$ cat src/rtl/snake_pkg.sv
// snake_pkg: shared encodings, field limits and helpers for the snake game blocks.
package snake_pkg;
  localparam logic [1:0] ST_RESTART = 2'b00;
  localparam logic [1:0] ST_HOLD    = 2'b01;
  localparam logic [1:0] ST_PLAY    = 2'b10;
  localparam logic [1:0] ST_DEAD    = 2'b11;
  localparam int X_MIN = 1;
  localparam int X_MAX = 75;
  localparam int Y_MIN = 1;
  localparam int Y_MAX = 58;
  typedef enum logic [1:0] {DIR_UP, DIR_DOWN, DIR_LEFT, DIR_RIGHT} dir_t;
  typedef enum logic [1:0] {CELL_NONE, CELL_HEAD, CELL_BODY, CELL_WALL} cell_t;
  typedef enum logic [2:0] {S_RESTART, S_READY, S_PLAY, S_PAUSE, S_DYING, S_OVER} state_t;
  function automatic logic [1:0] status_of(input state_t s);
    return s == S_RESTART ? ST_RESTART :
           (s == S_READY || s == S_PAUSE) ? ST_HOLD :
           s == S_PLAY ? ST_PLAY : ST_DEAD;
  endfunction
  // compare before subtracting so the period can never wrap below the floor
  function automatic logic [40:0] next_speed(input logic [40:0] spd, dec, lo);
    return (spd >= lo && spd - lo >= dec) ? spd - dec : lo;
  endfunction
endpackage

$ cat src/rtl/snake_game_ctrl_if.sv
// snake_game_ctrl_if: signal bundle between the game sequencer and the snake/apple datapath.
interface snake_game_ctrl_if;
  logic        start_press;
  logic        hit_wall;
  logic        hit_body;
  logic [6:0]  head_x;
  logic [6:0]  head_y;
  logic [6:0]  apple_x;
  logic [6:0]  apple_y;
  logic [6:0]  cube_num;
  logic [1:0]  game_status;
  logic [40:0] speed;
  logic        add_cube;
  logic        apple_req;
  logic        die_flash;
  logic [7:0]  score;
  modport master (
    input  start_press, hit_wall, hit_body, head_x, head_y, apple_x, apple_y, cube_num,
    output game_status, speed, add_cube, apple_req, die_flash, score
  );
  modport slave (
    output start_press, hit_wall, hit_body, head_x, head_y, apple_x, apple_y, cube_num,
    input  game_status, speed, add_cube, apple_req, die_flash, score
  );
endinterface

$ cat src/rtl/snake_flash_timer.sv
// snake_flash_timer: death blink generator; toggles flash every FLASH_HALF enabled cycles,
// raises done on the final toggle and leaves the snake visible.
module snake_flash_timer #(
  parameter int unsigned FLASH_HALF    = 12_500_000,
  parameter int unsigned FLASH_TOGGLES = 6
) (
  input  logic clk,
  input  logic rst,
  input  logic i_start,
  input  logic i_en,
  output logic o_flash,
  output logic o_done
);
  localparam int CW = $clog2(FLASH_HALF + 1);
  localparam int TW = $clog2(FLASH_TOGGLES + 1);
  logic [CW-1:0] r_cnt;
  logic [TW-1:0] r_tog;
  logic          r_flash;
  logic          w_wrap;
  assign w_wrap  = i_en && r_cnt == CW'(FLASH_HALF - 1);
  assign o_done  = w_wrap && r_tog == TW'(FLASH_TOGGLES - 1);
  assign o_flash = r_flash;
  always_ff @(posedge clk or negedge rst)
    if (!rst) begin
      r_cnt   <= '0;
      r_tog   <= '0;
      r_flash <= 1'b1;
    end else if (i_start) begin
      r_cnt   <= '0;
      r_tog   <= '0;
      r_flash <= 1'b1;
    end else if (w_wrap) begin
      r_cnt   <= '0;
      r_tog   <= r_tog + 1'b1;
      r_flash <= o_done | ~r_flash;
    end else if (i_en) begin
      r_cnt   <= r_cnt + 1'b1;
    end
endmodule

$ cat src/rtl/snake_game_ctrl.sv
// snake_game_ctrl: game-level sequencer driving status, step period, growth and death blink
// into the snake datapath.
module snake_game_ctrl
  import snake_pkg::*;
#(
  parameter logic [40:0] STEP_BASE     = 41'd12_500_000,
  parameter logic [40:0] STEP_DEC      = 41'd1_000_000,
  parameter logic [40:0] STEP_MIN      = 41'd3_000_000,
  parameter int unsigned FLASH_HALF    = 12_500_000,
  parameter int unsigned FLASH_TOGGLES = 6,
  parameter int unsigned MAX_LEN       = 16
) (
  input logic clk,
  input logic rst,
  snake_game_ctrl_if.master io_bus
);
  state_t      r_state, w_next;
  logic [1:0]  r_status;
  logic [40:0] r_speed;
  logic [7:0]  r_score;
  logic        r_add, r_add_q, r_req;
  logic        w_hit, w_eat, w_rise, w_done, w_flash;
  assign w_hit  = io_bus.hit_wall | io_bus.hit_body;
  assign w_eat  = r_state == S_PLAY && io_bus.head_x == io_bus.apple_x &&
                  io_bus.head_y == io_bus.apple_y && io_bus.cube_num < 7'(MAX_LEN) && !w_hit;
  assign w_rise = r_add & ~r_add_q;
  always_comb
    w_next = r_state == S_RESTART ? S_READY :
             r_state == S_READY   ? (io_bus.start_press ? S_PLAY : S_READY) :
             r_state == S_PLAY    ? (w_hit ? S_DYING : io_bus.start_press ? S_PAUSE : S_PLAY) :
             r_state == S_PAUSE   ? (io_bus.start_press ? S_PLAY : S_PAUSE) :
             r_state == S_DYING   ? (w_done ? S_OVER : S_DYING) :
                                    (io_bus.start_press ? S_RESTART : S_OVER);
  snake_flash_timer #(.FLASH_HALF(FLASH_HALF), .FLASH_TOGGLES(FLASH_TOGGLES)) u_flash (
    .clk     (clk),
    .rst     (rst),
    .i_start (r_state == S_PLAY && w_hit),
    .i_en    (r_state == S_DYING),
    .o_flash (w_flash),
    .o_done  (w_done)
  );
  // game stats are wiped on the edge entering S_RESTART so status 00 shows cleared values
  always_ff @(posedge clk or negedge rst)
    if (!rst) begin
      r_state  <= S_RESTART;
      r_status <= ST_RESTART;
      r_speed  <= STEP_BASE;
      r_score  <= '0;
      r_add    <= 1'b0;
      r_add_q  <= 1'b0;
      r_req    <= 1'b0;
    end else begin
      r_state  <= w_next;
      r_status <= status_of(w_next);
      r_add    <= w_eat;
      r_add_q  <= r_add;
      r_req    <= w_rise;
      if (w_next == S_RESTART) begin
        r_speed <= STEP_BASE;
        r_score <= '0;
        r_add   <= 1'b0;
        r_add_q <= 1'b0;
        r_req   <= 1'b0;
      end else if (w_rise) begin
        r_speed <= next_speed(r_speed, STEP_DEC, STEP_MIN);
        r_score <= r_score + 8'(r_score != 8'hff);
      end
    end
  assign io_bus.game_status = r_status;
  assign io_bus.speed       = r_speed;
  assign io_bus.add_cube    = r_add;
  assign io_bus.apple_req   = r_req;
  assign io_bus.die_flash   = w_flash;
  assign io_bus.score       = r_score;
endmodule

$ cat src/flat_wrapper.sv
// flat-port wrapper written by rule: the top's interface ports become plain ports
module snake_game_ctrl_flat import snake_pkg::*;
#(
  parameter logic [40:0] STEP_BASE     = 41'd12_500_000,
  parameter logic [40:0] STEP_DEC      = 41'd1_000_000,
  parameter logic [40:0] STEP_MIN      = 41'd3_000_000,
  parameter int unsigned FLASH_HALF    = 12_500_000,
  parameter int unsigned FLASH_TOGGLES = 6,
  parameter int unsigned MAX_LEN       = 16
)
  (clk, rst, io_bus_start_press, io_bus_hit_wall, io_bus_hit_body, io_bus_head_x, io_bus_head_y, io_bus_apple_x, io_bus_apple_y, io_bus_cube_num, io_bus_game_status, io_bus_speed, io_bus_add_cube, io_bus_apple_req, io_bus_die_flash, io_bus_score);
  snake_game_ctrl_if io_bus_i ();
  input logic clk;
  input logic rst;
  input wire logic [$bits(io_bus_i.start_press)-1:0] io_bus_start_press;
  input wire logic [$bits(io_bus_i.hit_wall)-1:0] io_bus_hit_wall;
  input wire logic [$bits(io_bus_i.hit_body)-1:0] io_bus_hit_body;
  input wire logic [$bits(io_bus_i.head_x)-1:0] io_bus_head_x;
  input wire logic [$bits(io_bus_i.head_y)-1:0] io_bus_head_y;
  input wire logic [$bits(io_bus_i.apple_x)-1:0] io_bus_apple_x;
  input wire logic [$bits(io_bus_i.apple_y)-1:0] io_bus_apple_y;
  input wire logic [$bits(io_bus_i.cube_num)-1:0] io_bus_cube_num;
  output wire logic [$bits(io_bus_i.game_status)-1:0] io_bus_game_status;
  output wire logic [$bits(io_bus_i.speed)-1:0] io_bus_speed;
  output wire logic [$bits(io_bus_i.add_cube)-1:0] io_bus_add_cube;
  output wire logic [$bits(io_bus_i.apple_req)-1:0] io_bus_apple_req;
  output wire logic [$bits(io_bus_i.die_flash)-1:0] io_bus_die_flash;
  output wire logic [$bits(io_bus_i.score)-1:0] io_bus_score;
  assign io_bus_i.start_press = io_bus_start_press;
  assign io_bus_i.hit_wall = io_bus_hit_wall;
  assign io_bus_i.hit_body = io_bus_hit_body;
  assign io_bus_i.head_x = io_bus_head_x;
  assign io_bus_i.head_y = io_bus_head_y;
  assign io_bus_i.apple_x = io_bus_apple_x;
  assign io_bus_i.apple_y = io_bus_apple_y;
  assign io_bus_i.cube_num = io_bus_cube_num;
  assign io_bus_game_status = io_bus_i.game_status;
  assign io_bus_speed = io_bus_i.speed;
  assign io_bus_add_cube = io_bus_i.add_cube;
  assign io_bus_apple_req = io_bus_i.apple_req;
  assign io_bus_die_flash = io_bus_i.die_flash;
  assign io_bus_score = io_bus_i.score;
  snake_game_ctrl #(.STEP_BASE(STEP_BASE), .STEP_DEC(STEP_DEC), .STEP_MIN(STEP_MIN), .FLASH_HALF(FLASH_HALF), .FLASH_TOGGLES(FLASH_TOGGLES), .MAX_LEN(MAX_LEN)) u_core (.clk(clk), .rst(rst), .io_bus(io_bus_i));
endmodule
$ cat config.mk
export PLATFORM = sky130hd
export DESIGN_NAME = snake_game_ctrl_flat
export DESIGN_NICKNAME = d
export VERILOG_FILES = /design/src/rtl/snake_pkg.sv /design/src/rtl/snake_game_ctrl_if.sv /design/src/rtl/snake_flash_timer.sv /design/src/rtl/snake_game_ctrl.sv /design/src/flat_wrapper.sv
export SDC_FILE = /design/constraint.sdc
export NUM_CORES = 1
export LEC_CHECK = 0
export CAP_MARGIN = 30
export CORE_UTILIZATION = 45
export DETAILED_ROUTE_END_ITERATION = 12
export PLACE_DENSITY_LB_ADDON = 0.05
export SYNTH_ARGS = -nofsm -noshare
export SYNTH_HDL_FRONTEND = slang
export SYNTH_SLANG_ARGS = --single-unit
$ cat constraint.sdc
create_clock -name clk -period 5.6 [get_ports clk]
set_input_delay 1.12 -clock clk [delete_from_list [all_inputs] [get_ports clk]]
set_output_delay 1.12 -clock clk [all_outputs]
set_load 0.01 [all_outputs]
==> impl_metrics.csv <==
group,metric,value,unit
final_layout,num_antenna_cells,0,
pwr,ir_drop,0.161,mV
setup_path,r2r_slack,1460,ps
setup_path,slowest_stage,"a2111oi_2",
global_routing,grt_max_degree,63,
logic_synthesis,synth.avg_cell_area,8.23,um2
detailed_routing,wl_per_cell,16.9,um
cts,cts_resized,0,
logic_synthesis,synth_flop_cell,"dfrtp_1",
sta,relSlewSlack,32.6,%
floorplan,pin_count,94,
global_routing,grt.total_usage,25.0,%
pwr,finalPower,1.68,mW
pwr,p_switching,516,uW
logic_synthesis,netlist_area,5640,um2
final_layout,post-route-util,56.7,%
global_routing,overflow,0,
setup_path,critPathMaxStageDelay,760,ps
final_layout,drive_gt1_share,7.62,%
setup_path,cp.arrival,4400,ps
setup_path,setup.worst_path.class,"register to register",
detailed_routing,viasPerCell,6.03,
cts,cts.path.max_buffers,2,
sta,rsz0062_at_grt,"no",
setup_path,rr_worst_depth,9,
cts,htreeDepth,3,
global_routing,grt_pass1_vias,5182,
setup_path,start_kind,"register",
floorplan,start_util,46.5,%
hold_path,min_from,"u_core.u_flash.r_cnt[20]",
cts,ctsHoldBuffers,0,
detailed_routing,num_vias,5528,
floorplan,rows,40,
pwr,swShare,30.8,%
sta,slew_viol_final,0,
hold_path,hold_path_depth,1,
detailed_routing,drtIter0Drc,377,
sta,fin_setup_tns,0,ps
cts,cts_buffers,9,
place,port_buffers,84,
detailed_routing,drcViolationCount,0,
final_layout,final_nets,791,
global_routing,antenna_found_initial,0,
setup_path,worstPathMaxFanout,15,
sta,finalCritPeriodShare,74.0,%
floorplan,die_width,114,um
sta,fmax,0.241,GHz
run,cap_violations,0,
outcome,outcome,"finished, final reports clean",
pwr,power_frac_clock,35.9,%
sta,hold_violations,0,
setup_path,timing.rr.start,"u_core.io_bus.speed[6]",
place,place_ws,1540,ps
final_layout,final_common_cell,"clkdlybuf4s50_1",
place,place.gp.congestion,0.882,
hold_path,min_delay_worst_endpoint,"u_core.u_flash.r_cnt[20]",
logic_synthesis,synthCells,685,
setup_path,cp_cell_sequence,"ha_1 > o211ai_1 > a2111oi_2 > nor3_1 > a2111oi_0 > nand3b_1 > nor3_4 > o22ai_1 > or4_1",
pwr,combinationalPowerShare,21.8,%
sta,worstMarginPinSlew,1010,ps
logic_synthesis,ys.warnings.count,0,
cts,post_cts_buffers,0,
final_layout,syn_to_final_growth,21.8,%
sta,period_minus_slack,4140,ps
sta,layout_setup_ws,1460,ps
sta,setup-violations-final,0,
setup_path,regToRegEndpoint,"u_core.io_bus.speed[17]",
pwr,p_seq_share,42.3,%
sta,fin_skew,5.59,ps
final_layout,final_cell_mix,"83 x clkdlybuf4s50_1, 67 x dfrtp_1, 62 x nand2_1",
place,dp_hpwl,11200,um
logic_synthesis,synth-edff-count,0,
detailed_routing,drt-pass1-iter-count,5,
hold_path,hp-class,"register to register",
global_routing,grt_pass1_wl,25800,um
cts,root_buffer,"clkbuf_16",
logic_synthesis,ys_ff_latch,80,
cts,cts_tree,"yes",
cts,clock_latency,340,ps
floorplan,core_area,12100,um2
logic_synthesis,synth_seq_area_share,35.8,%
cts,clk_pin_slew,60,ps
pwr,power_density,244,nW/um2
logic_synthesis,ys_async_sr_fraction,100,%
logic_synthesis,ys_types,77,
setup_path,crit_path_end_kind,"register",
detailed_routing,drt_wl_total,15400,um
setup_path,cp.required,5860,ps
floorplan,die_h,114,um
pwr,leakage,2.76,nW
pwr,p_int,1.16,mW
cts,cts_sinks,80,
detailed_routing,ant_nets,0,
floorplan,dieArea,13000,um2
-- cell type report --
class	count	area [um2]
Clock buffer	12	246
Sequential cell	80	2020
Inverter	22	82.6
Fill cell	1163	5250
Clock inverter	4	52.6
Timing Repair Buffer	90	903
Multi-Input combinational cell	540	3350
Tap cell	168	210
-- sequential cells by signal, summed over array words and instances, names as in the netlist --
register                   count
u_core.u_flash.r_cnt          24
u_core.u_flash.o_flash         1
u_core.io_bus.add_cube         1
u_core.u_flash.r_tog           3
u_core.r_add_q                 1
u_core.io_bus.score            8
u_core.io_bus.game_status      2
u_core.r_state                 3
u_core.io_bus.apple_req        1
u_core.io_bus.speed           36
-- synthesized netlist by cell type (3+ instances only) --
cell / instances / area [um2]
dfrtp_1: 67 / 1680
nand2_1: 62 / 233
nor2_1: 54 / 203
o21ai_0: 46 / 230
clkbuf_1: 40 / 150
a21oi_1: 33 / 165
nand3_1: 33 / 165
nor3_1: 28 / 140
or3_1: 26 / 163
nand4_1: 25 / 156
inv_1: 22 / 82.6
xnor2_1: 21 / 184
a31oi_1: 16 / 100
nor4_1: 16 / 100
o31ai_1: 16 / 120
dfstp_2: 13 / 342
nand2b_1: 13 / 81.3
xor2_1: 13 / 114
a211oi_1: 9 / 67.6
ha_1: 8 / 100
and2_1: 7 / 43.8
o21a_1: 7 / 52.6
or4_1: 7 / 52.6
a211o_1: 5 / 43.8
and3_1: 5 / 31.3
buf_4: 5 / 37.5
nand4b_1: 4 / 35.0
nor2b_1: 4 / 25.0
o22ai_1: 4 / 25.0
a21boi_0: 3 / 22.5
o21ai_1: 3 / 15.0
o311ai_0: 3 / 26.3
o31a_1: 3 / 26.3
or2_2: 3 / 18.8
-- logic make-up after synthesis --
family	count (synthesis)	share of synthesized area, %
AO/OA/AOI/OAI	180	21.3
XOR/XNOR	34	5.28
adder cells (fa/ha/maj)	8	1.78
buffers and inverters	69	5.08
flip-flops	80	35.8
multiplexers	4	0.755
other	1	0.0665
AND/OR/NAND/NOR	309	29.9
-- power groups by stage --
| stage | clock network (mW) | logic [mW] | registers (mW) |
|---|---|---|---|
| 2_1_floorplan | 0 | 0.225 | 0.699 |
| 3_3_place_gp | 0 | 0.361 | 0.715 |
| 3_5_place_dp | 0 | 0.367 | 0.717 |
| 4_1_cts | 0.615 | 0.368 | 0.709 |
| 5_1_grt | 0.635 | 0.402 | 0.720 |
| 6_report | 0.602 | 0.365 | 0.710 |
-- how the worst max path moves through the flow --
stage	startpoint	to	slack, ps	depth (start not counted)
global route	u_core.io_bus.speed[6]	u_core.io_bus.speed[17]	1160	9
CTS	u_core.io_bus.speed[6]	u_core.io_bus.speed[17]	1520	9
global placement	u_core.io_bus.speed[6]	u_core.io_bus.speed[17]	1640	9
floorplan	u_core.io_bus.speed[6]	u_core.io_bus.speed[17]	2320	9
detailed placement	u_core.io_bus.speed[6]	u_core.io_bus.speed[17]	1540	9
finish	u_core.io_bus.speed[6]	u_core.io_bus.speed[17]	1460	9
-- stage by stage --
stage	cells	cell area, um2	hold WS [ps]
floorplan	689	5650	440
global placement	899	6540	461
detailed placement	900	6560	477
CTS	916	6860	490
global route	916	6860	507
finish	916	6860	492
-- worst max-delay path: cells and delay by family (launching register included) --
family	cells	cell delay (ps)
flops	1	600
compound gates	4	1770
fa+ha+maj	1	360
simple gates	4	1320
-- per-layer routing --
| layer | GRT usage, % | up-vias | share of wire [%] | routed length, um |
|---|---|---|---|---|
| met5 | 0 | - | 0 | 0 |
| li1 | - | 2653 | - | - |
| met1 | 32.9 | 2642 | 45 | 6900 |
| met4 | 9.00 | 0 | 2.0 | 314 |
| met3 | 4.41 | 23 | 6.7 | 1030 |
| met2 | 41.4 | 210 | 47 | 7200 |
No activity file was read; power rests on OpenSTA's default activity.
